==> src/rtl/csr_access_sequencer.sv <==
// csr_access_sequencer
//
// Runs one Zicsr instruction (CSRRW/RS/RC and the immediate forms) against
// the CSR unit. It reads the old value, does the read-modify-write with a
// write_enable / write_done handshake, returns the old value for rd, and
// holds busy high so the pipeline stalls for the whole access.
//
// Ports:
//   clk, reset          system clock, asynchronous active-high reset
//   start               request pulse, only looked at in IDLE
//   func3               Zicsr funct3 (001 RW, 010 RS, 011 RC, 1xx immediate)
//   csr_addr_in         target CSR address
//   rs1_data, rs1_idx   source operand; rs1_idx doubles as zimm
//   rd_idx              destination register index
//   busy                high in every non-IDLE state
//   done                one-cycle completion pulse
//   illegal, rd_we      qualified by done
//   rd_idx_out          latched rd_idx
//   rd_data             old CSR value (0 when illegal)
//   csr_addr            address to the CSR unit, held from READ through DONE
//   csr_write_enable    one-cycle write strobe to the CSR unit
//   csr_wdata           write data, held until the access completes
//   csr_rdata           combinational read data from the CSR unit
//   csr_write_done      registered write acknowledge from the CSR unit
//
// state      | meaning
// -----------+-----------------------------------------------------------
// S_IDLE     | waiting for start; operands latched on start
// S_READ     | csr_addr driven, old value captured, new value computed
// S_WRITE    | csr_write_enable pulse with the new value
// S_WAIT_DONE| waiting for csr_write_done, bounded by TIMEOUT cycles
// S_DONE     | done pulse with illegal / rd_we / rd_data

module csr_access_sequencer #(
    parameter int TIMEOUT = 16
) (
    input  logic        clk,
    input  logic        reset,
    input  logic        start,
    input  logic [2:0]  func3,
    input  logic [11:0] csr_addr_in,
    input  logic [31:0] rs1_data,
    input  logic [4:0]  rs1_idx,
    input  logic [4:0]  rd_idx,
    output logic        busy,
    output logic        done,
    output logic        illegal,
    output logic        rd_we,
    output logic [4:0]  rd_idx_out,
    output logic [31:0] rd_data,
    output logic [11:0] csr_addr,
    output logic        csr_write_enable,
    output logic [31:0] csr_wdata,
    input  logic [31:0] csr_rdata,
    input  logic        csr_write_done
);

    localparam int TW = $clog2(TIMEOUT);

    typedef enum logic [2:0] {
        S_IDLE,
        S_READ,
        S_WRITE,
        S_WAIT_DONE,
        S_DONE
    } state_t;

    state_t      state_q, state_d;
    logic [2:0]  func3_q, func3_d;
    logic [31:0] rs1_data_q, rs1_data_d;
    logic [4:0]  rs1_idx_q, rs1_idx_d;
    logic [4:0]  rd_idx_q, rd_idx_d;
    logic [11:0] csr_addr_q, csr_addr_d;
    logic [31:0] old_q, old_d;
    logic [31:0] wdata_q, wdata_d;
    logic [TW-1:0] tmr_q, tmr_d;
    logic        busy_q, busy_d;
    logic        done_q, done_d;
    logic        illegal_q, illegal_d;
    logic        rd_we_q, rd_we_d;
    logic [31:0] rd_data_q, rd_data_d;
    logic        we_q, we_d;

    logic [31:0] src;
    logic [31:0] new_val;
    logic        do_write;

    // Operand and modified value, evaluated against the latched instruction;
    // only consumed in READ, where csr_rdata is the old value.
    always_comb begin
        src = func3_q[2] ? {27'b0, rs1_idx_q} : rs1_data_q;
        case (func3_q[1:0])
            2'b01:   new_val = src;
            2'b10:   new_val = csr_rdata | src;
            default: new_val = csr_rdata & ~src;
        endcase
        // Set/clear with x0 (or zimm 0) is a pure read and must not write.
        do_write = (func3_q[1:0] == 2'b01) || (rs1_idx_q != 5'd0);
    end

    always_comb begin
        state_d    = state_q;
        func3_d    = func3_q;
        rs1_data_d = rs1_data_q;
        rs1_idx_d  = rs1_idx_q;
        rd_idx_d   = rd_idx_q;
        csr_addr_d = csr_addr_q;
        old_d      = old_q;
        wdata_d    = wdata_q;
        tmr_d      = tmr_q;
        we_d       = 1'b0;
        illegal_d  = 1'b0;

        case (state_q)
            S_IDLE: begin
                if (start) begin
                    func3_d    = func3;
                    rs1_data_d = rs1_data;
                    rs1_idx_d  = rs1_idx;
                    rd_idx_d   = rd_idx;
                    csr_addr_d = csr_addr_in;
                    if (func3[1:0] == 2'b00) begin
                        state_d   = S_DONE;
                        illegal_d = 1'b1;
                    end else begin
                        state_d = S_READ;
                    end
                end
            end
            S_READ: begin
                old_d = csr_rdata;
                if (do_write && (csr_addr_q[11:10] == 2'b11)) begin
                    state_d   = S_DONE;
                    illegal_d = 1'b1;
                end else if (do_write) begin
                    state_d = S_WRITE;
                    wdata_d = new_val;
                    we_d    = 1'b1;
                end else begin
                    state_d = S_DONE;
                end
            end
            S_WRITE: begin
                state_d = S_WAIT_DONE;
                tmr_d   = TW'(TIMEOUT - 1);
            end
            S_WAIT_DONE: begin
                // An ack on the last allowed cycle still counts as success.
                if (csr_write_done) begin
                    state_d = S_DONE;
                end else if (tmr_q == '0) begin
                    state_d   = S_DONE;
                    illegal_d = 1'b1;
                end else begin
                    tmr_d = tmr_q - TW'(1);
                end
            end
            S_DONE: begin
                state_d    = S_IDLE;
                csr_addr_d = '0;
                wdata_d    = '0;
            end
            default: begin
                state_d = S_IDLE;
            end
        endcase

        busy_d    = (state_d != S_IDLE);
        done_d    = (state_d == S_DONE);
        rd_we_d   = done_d && !illegal_d && (rd_idx_d != 5'd0);
        rd_data_d = (done_d && !illegal_d) ? old_d : 32'd0;
    end

    always_ff @(posedge clk or posedge reset) begin
        if (reset) begin
            state_q    <= S_IDLE;
            func3_q    <= '0;
            rs1_data_q <= '0;
            rs1_idx_q  <= '0;
            rd_idx_q   <= '0;
            csr_addr_q <= '0;
            old_q      <= '0;
            wdata_q    <= '0;
            tmr_q      <= '0;
            busy_q     <= 1'b0;
            done_q     <= 1'b0;
            illegal_q  <= 1'b0;
            rd_we_q    <= 1'b0;
            rd_data_q  <= '0;
            we_q       <= 1'b0;
        end else begin
            state_q    <= state_d;
            func3_q    <= func3_d;
            rs1_data_q <= rs1_data_d;
            rs1_idx_q  <= rs1_idx_d;
            rd_idx_q   <= rd_idx_d;
            csr_addr_q <= csr_addr_d;
            old_q      <= old_d;
            wdata_q    <= wdata_d;
            tmr_q      <= tmr_d;
            busy_q     <= busy_d;
            done_q     <= done_d;
            illegal_q  <= illegal_d;
            rd_we_q    <= rd_we_d;
            rd_data_q  <= rd_data_d;
            we_q       <= we_d;
        end
    end

    assign busy             = busy_q;
    assign done             = done_q;
    assign illegal          = illegal_q;
    assign rd_we            = rd_we_q;
    assign rd_idx_out       = rd_idx_q;
    assign rd_data          = rd_data_q;
    assign csr_addr         = csr_addr_q;
    assign csr_write_enable = we_q;
    assign csr_wdata        = wdata_q;

endmodule

==> config.mk <==
export PLATFORM = sky130hd
export DESIGN_NAME = csr_access_sequencer
export DESIGN_NICKNAME = d
export VERILOG_FILES = /design/src/rtl/csr_access_sequencer.sv
export SDC_FILE = /design/constraint.sdc
export NUM_CORES = 1
export LEC_CHECK = 0
export ABC_AREA = 1
export CORE_MARGIN = 3
export CORE_UTILIZATION = 50
export DETAILED_ROUTE_END_ITERATION = 8
export PLACE_DENSITY_LB_ADDON = 0.05
export SKIP_LAST_GASP = 1
export SLEW_MARGIN = 10
export SYNTH_ARGS = -nofsm -noshare
export SYNTH_HDL_FRONTEND = slang
export SYNTH_SLANG_ARGS = --single-unit
==> constraint.sdc <==
create_clock -name clk -period 15.08 [get_ports clk]
set_clock_uncertainty 0.05 [all_clocks]
set_input_delay 2.262 -clock clk [delete_from_list [all_inputs] [get_ports clk]]
set_output_delay 2.262 -clock clk [all_outputs]
set_load 0.01 [all_outputs]
==> out/results.tsv <==
metric	value	unit
Post-Synth Simple-Gate Area	0.197	
Initial DRC Count	536	
final core utilization	0.693	
nets@finish	1122	
Critical Path RT	15.34	ns
CTS Buf Count	17	
Setup TNS	0	ns
Clock Sinks	165	
first-pass GRT wire length	31200	um
post-synthesis mux area share	0	
Congestion Overflow GR	0	
Longest Clk Path Bufs	2	
All-Layer GR Usage	0.243	
highest clock rate	0.236	GHz
IO Port Bufs	178	
crit path time final	4.24	ns
Post-Synthesis Cell Area	7390	sq um
syn_nets	967	
Layout fillers	1174	
register area share after synthesis	0.558	
Worst setup EP type	register	
CTS Hold Buffers Added	0	
Via density	5.21	
post-route antenna net violation count	0	
insertion delay to the later sink of the worst-skew pair	0.42	ns
Hold Crit Class	reg2reg	
die height	128	um
synth unique cells	31	
Root Driver	clkbuf_16	
number of global-route vias before repair	6015	
Pre-antenna DRT Iters	5	
area delta synth->final	32.7	%
Setup Crit Path Kind	in2reg	
post-CTS setup buffer count	0	
Ant. Diodes	0	
status	finished clean	
CP Launch Type	input port	
pin count of the biggest net entering global routing	101	
post-DP HPWL	12200	um
initial antenna violation count	1	
Die ar.	16300	sq um
DP Area	9180	sq um
final hold violations	0	
main combinational cell family by area after synthesis	simple AND/OR/NAND/NOR gates	
final instance area	9810	sq um
most common cell after layout, fill and taps aside	nand2_1	
Worst Max-Slew Pin Slew	0.940	ns
Slew Viols, Final	0	
post-synthesis cell count	871	
clock-pin slew on the worst setup and hold paths	0.06	ns
post-synthesis compound-gate area fraction	0.151	
total leakage power	4.58	nW
Slew HR	0.373	
RSZ-0062 raised after global routing	no	
PostCTS Resize Cnt	0	
Final Cycle Share	0.281	
Mean Syn Cell Area	8.49	sq um
Core Region	14100	sq um
placer congestion estimate	0.814	
Routed WL	19100	um
share of cells above drive strength 1	0.0683	
DRC Markers	0	
commonest non-fill, non-tap cells in the layout	nand2_1, clkdlybuf4s50_1, dfrtp_1	
max-cap violations	0	
Arr. time, crit path	4.50	ns
pwr dens	235	nW/um^2
maximum level of the CTS H-tree	4	
Critical Path Fanout Max	87	
Tot Pwr	2.30	mW
Vias	6348	
Setup-failing EPs final	0	
#FFs+latches synth	165	
hold_sp	tmr_q[2]	
CTS tree	done	
die width	128	um
Starting Density	0.523	
drt wl/cell	15.7	um
reg2reg start	state_q[2]	
XOR/XNOR Fraction of Synth Area	0.00118	
# rows	43	
peak supply drop	0.140	mV
I/O pin count	179	
worst setup path startpoint	start	
area share of fa/ha/maj cells after synthesis	0.00508	
Yosys warnings	0	
[where the power goes]
| group | switching (mW) | internal, mW |
|---|---|---|
| clock network | 0.169 | 0.297 |
| logic | 0.634 | 0.448 |
| registers | 0.105 | 0.651 |
| total | 0.908 | 1.40 |
[critical path, cell delays in order]
cell,delay [ns]
clkdlybuf4s50_1,0.56
nand3_2,0.27
inv_2,0.10
buf_4,0.61
nor2_1,0.39
a22o_1,0.28
[cell usage after synthesis]
library cell / number / share of area
buf_1: 1 / 0.00051
inv_2: 3 / 0.0015
buf_6: 8 / 0.012
buf_4: 2 / 0.0020
clkbuf_2: 3 / 0.0020
buf_2: 13 / 0.0088
nand3_4: 2 / 0.0047
a22o_1: 12 / 0.014
or2_2: 22 / 0.019
clkbuf_1: 19 / 0.0096
inv_4: 1 / 0.00085
or2_1: 11 / 0.0093
nor2_4: 1 / 0.0015
nor2_2: 2 / 0.0017
nor2_1: 70 / 0.036
nand2_2: 2 / 0.0017
nand2_1: 207 / 0.11
nor3_1: 1 / 0.00068
ha_1: 3 / 0.0051
dfrtp_1: 165 / 0.56
o21ai_1: 8 / 0.0054
a21oi_1: 60 / 0.041
clkinv_1: 1 / 0.00051
nand4_1: 3 / 0.0025
inv_1: 97 / 0.049
nand3_2: 1 / 0.0014
o21ai_2: 1 / 0.0012
o21ai_0: 133 / 0.090
nand2_4: 2 / 0.0030
xor2_1: 1 / 0.0012
nand3_1: 16 / 0.011
[sequential cells by signal, indices dropped and copies added, names as in the netlist, 4 cells and up]
| signal | count |
|---|---|
| csr_wdata | 32 |
| old_q | 32 |
| rd_data | 32 |
| rs1_data_q | 32 |
| csr_addr | 12 |
| rd_idx_out | 5 |
| rs1_idx_q | 5 |
| tmr_q | 4 |
[routing by layer]
metal,routed length (um),global-route usage,vias up
li1,-,-,3069
met1,8800,0.346,3052
met2,8860,0.383,198
met3,1180,0.0506,27
met4,251,0.0668,2
met5,9,0,-
[kinds of logic (layout without fill, tap and decap cells)]
family                   Yosys count  after routing
AND/OR/NAND/NOR                  340            340
AO/OA/AOI/OAI                    214            214
flip-flops                       165            165
buffers and inverters            148            316
adder cells (fa/ha/maj)            3              3
XOR/XNOR                           1              1
[final cells by class]
class                   instances  area, sq um  share of cell area
inverters                     102          390              0.0398
flip-flops and latches        165         4130               0.421
well taps                     180          225              0.0230
clock inverters                10          178              0.0181
repair buffers                182         1810               0.185
multi-input cells             558         2620               0.267
clock buffers                  22          454              0.0463
[metrics by stage]
| step | hold WS, ns | std cells | setup slack [ns] |
|---|---|---|---|
| after global routing | 0.466 | 1219 | 10.62 |
| after CTS | 0.440 | 1219 | 10.85 |
| final | 0.435 | 1219 | 10.84 |
| after detailed placement | 0.427 | 1187 | 10.39 |
| after global placement | 0.416 | 1187 | 10.43 |
| after floorplan | 0.402 | 871 | 8.31 |
[final timing paths]
check                      cells past startpoint            end  slack (ns)
min in group asynchronous                      2        illegal        2.37
max in group asynchronous                      3  csr_wdata[11]       11.25
hold / removal                                 2       tmr_q[2]        0.44
setup / recovery                               6    csr_addr[8]       10.84
setup reg to reg                               7  csr_wdata[30]       12.52
hold reg to reg                                2       tmr_q[2]        0.44
Note: power is estimated with default switching activity, not from simulation.
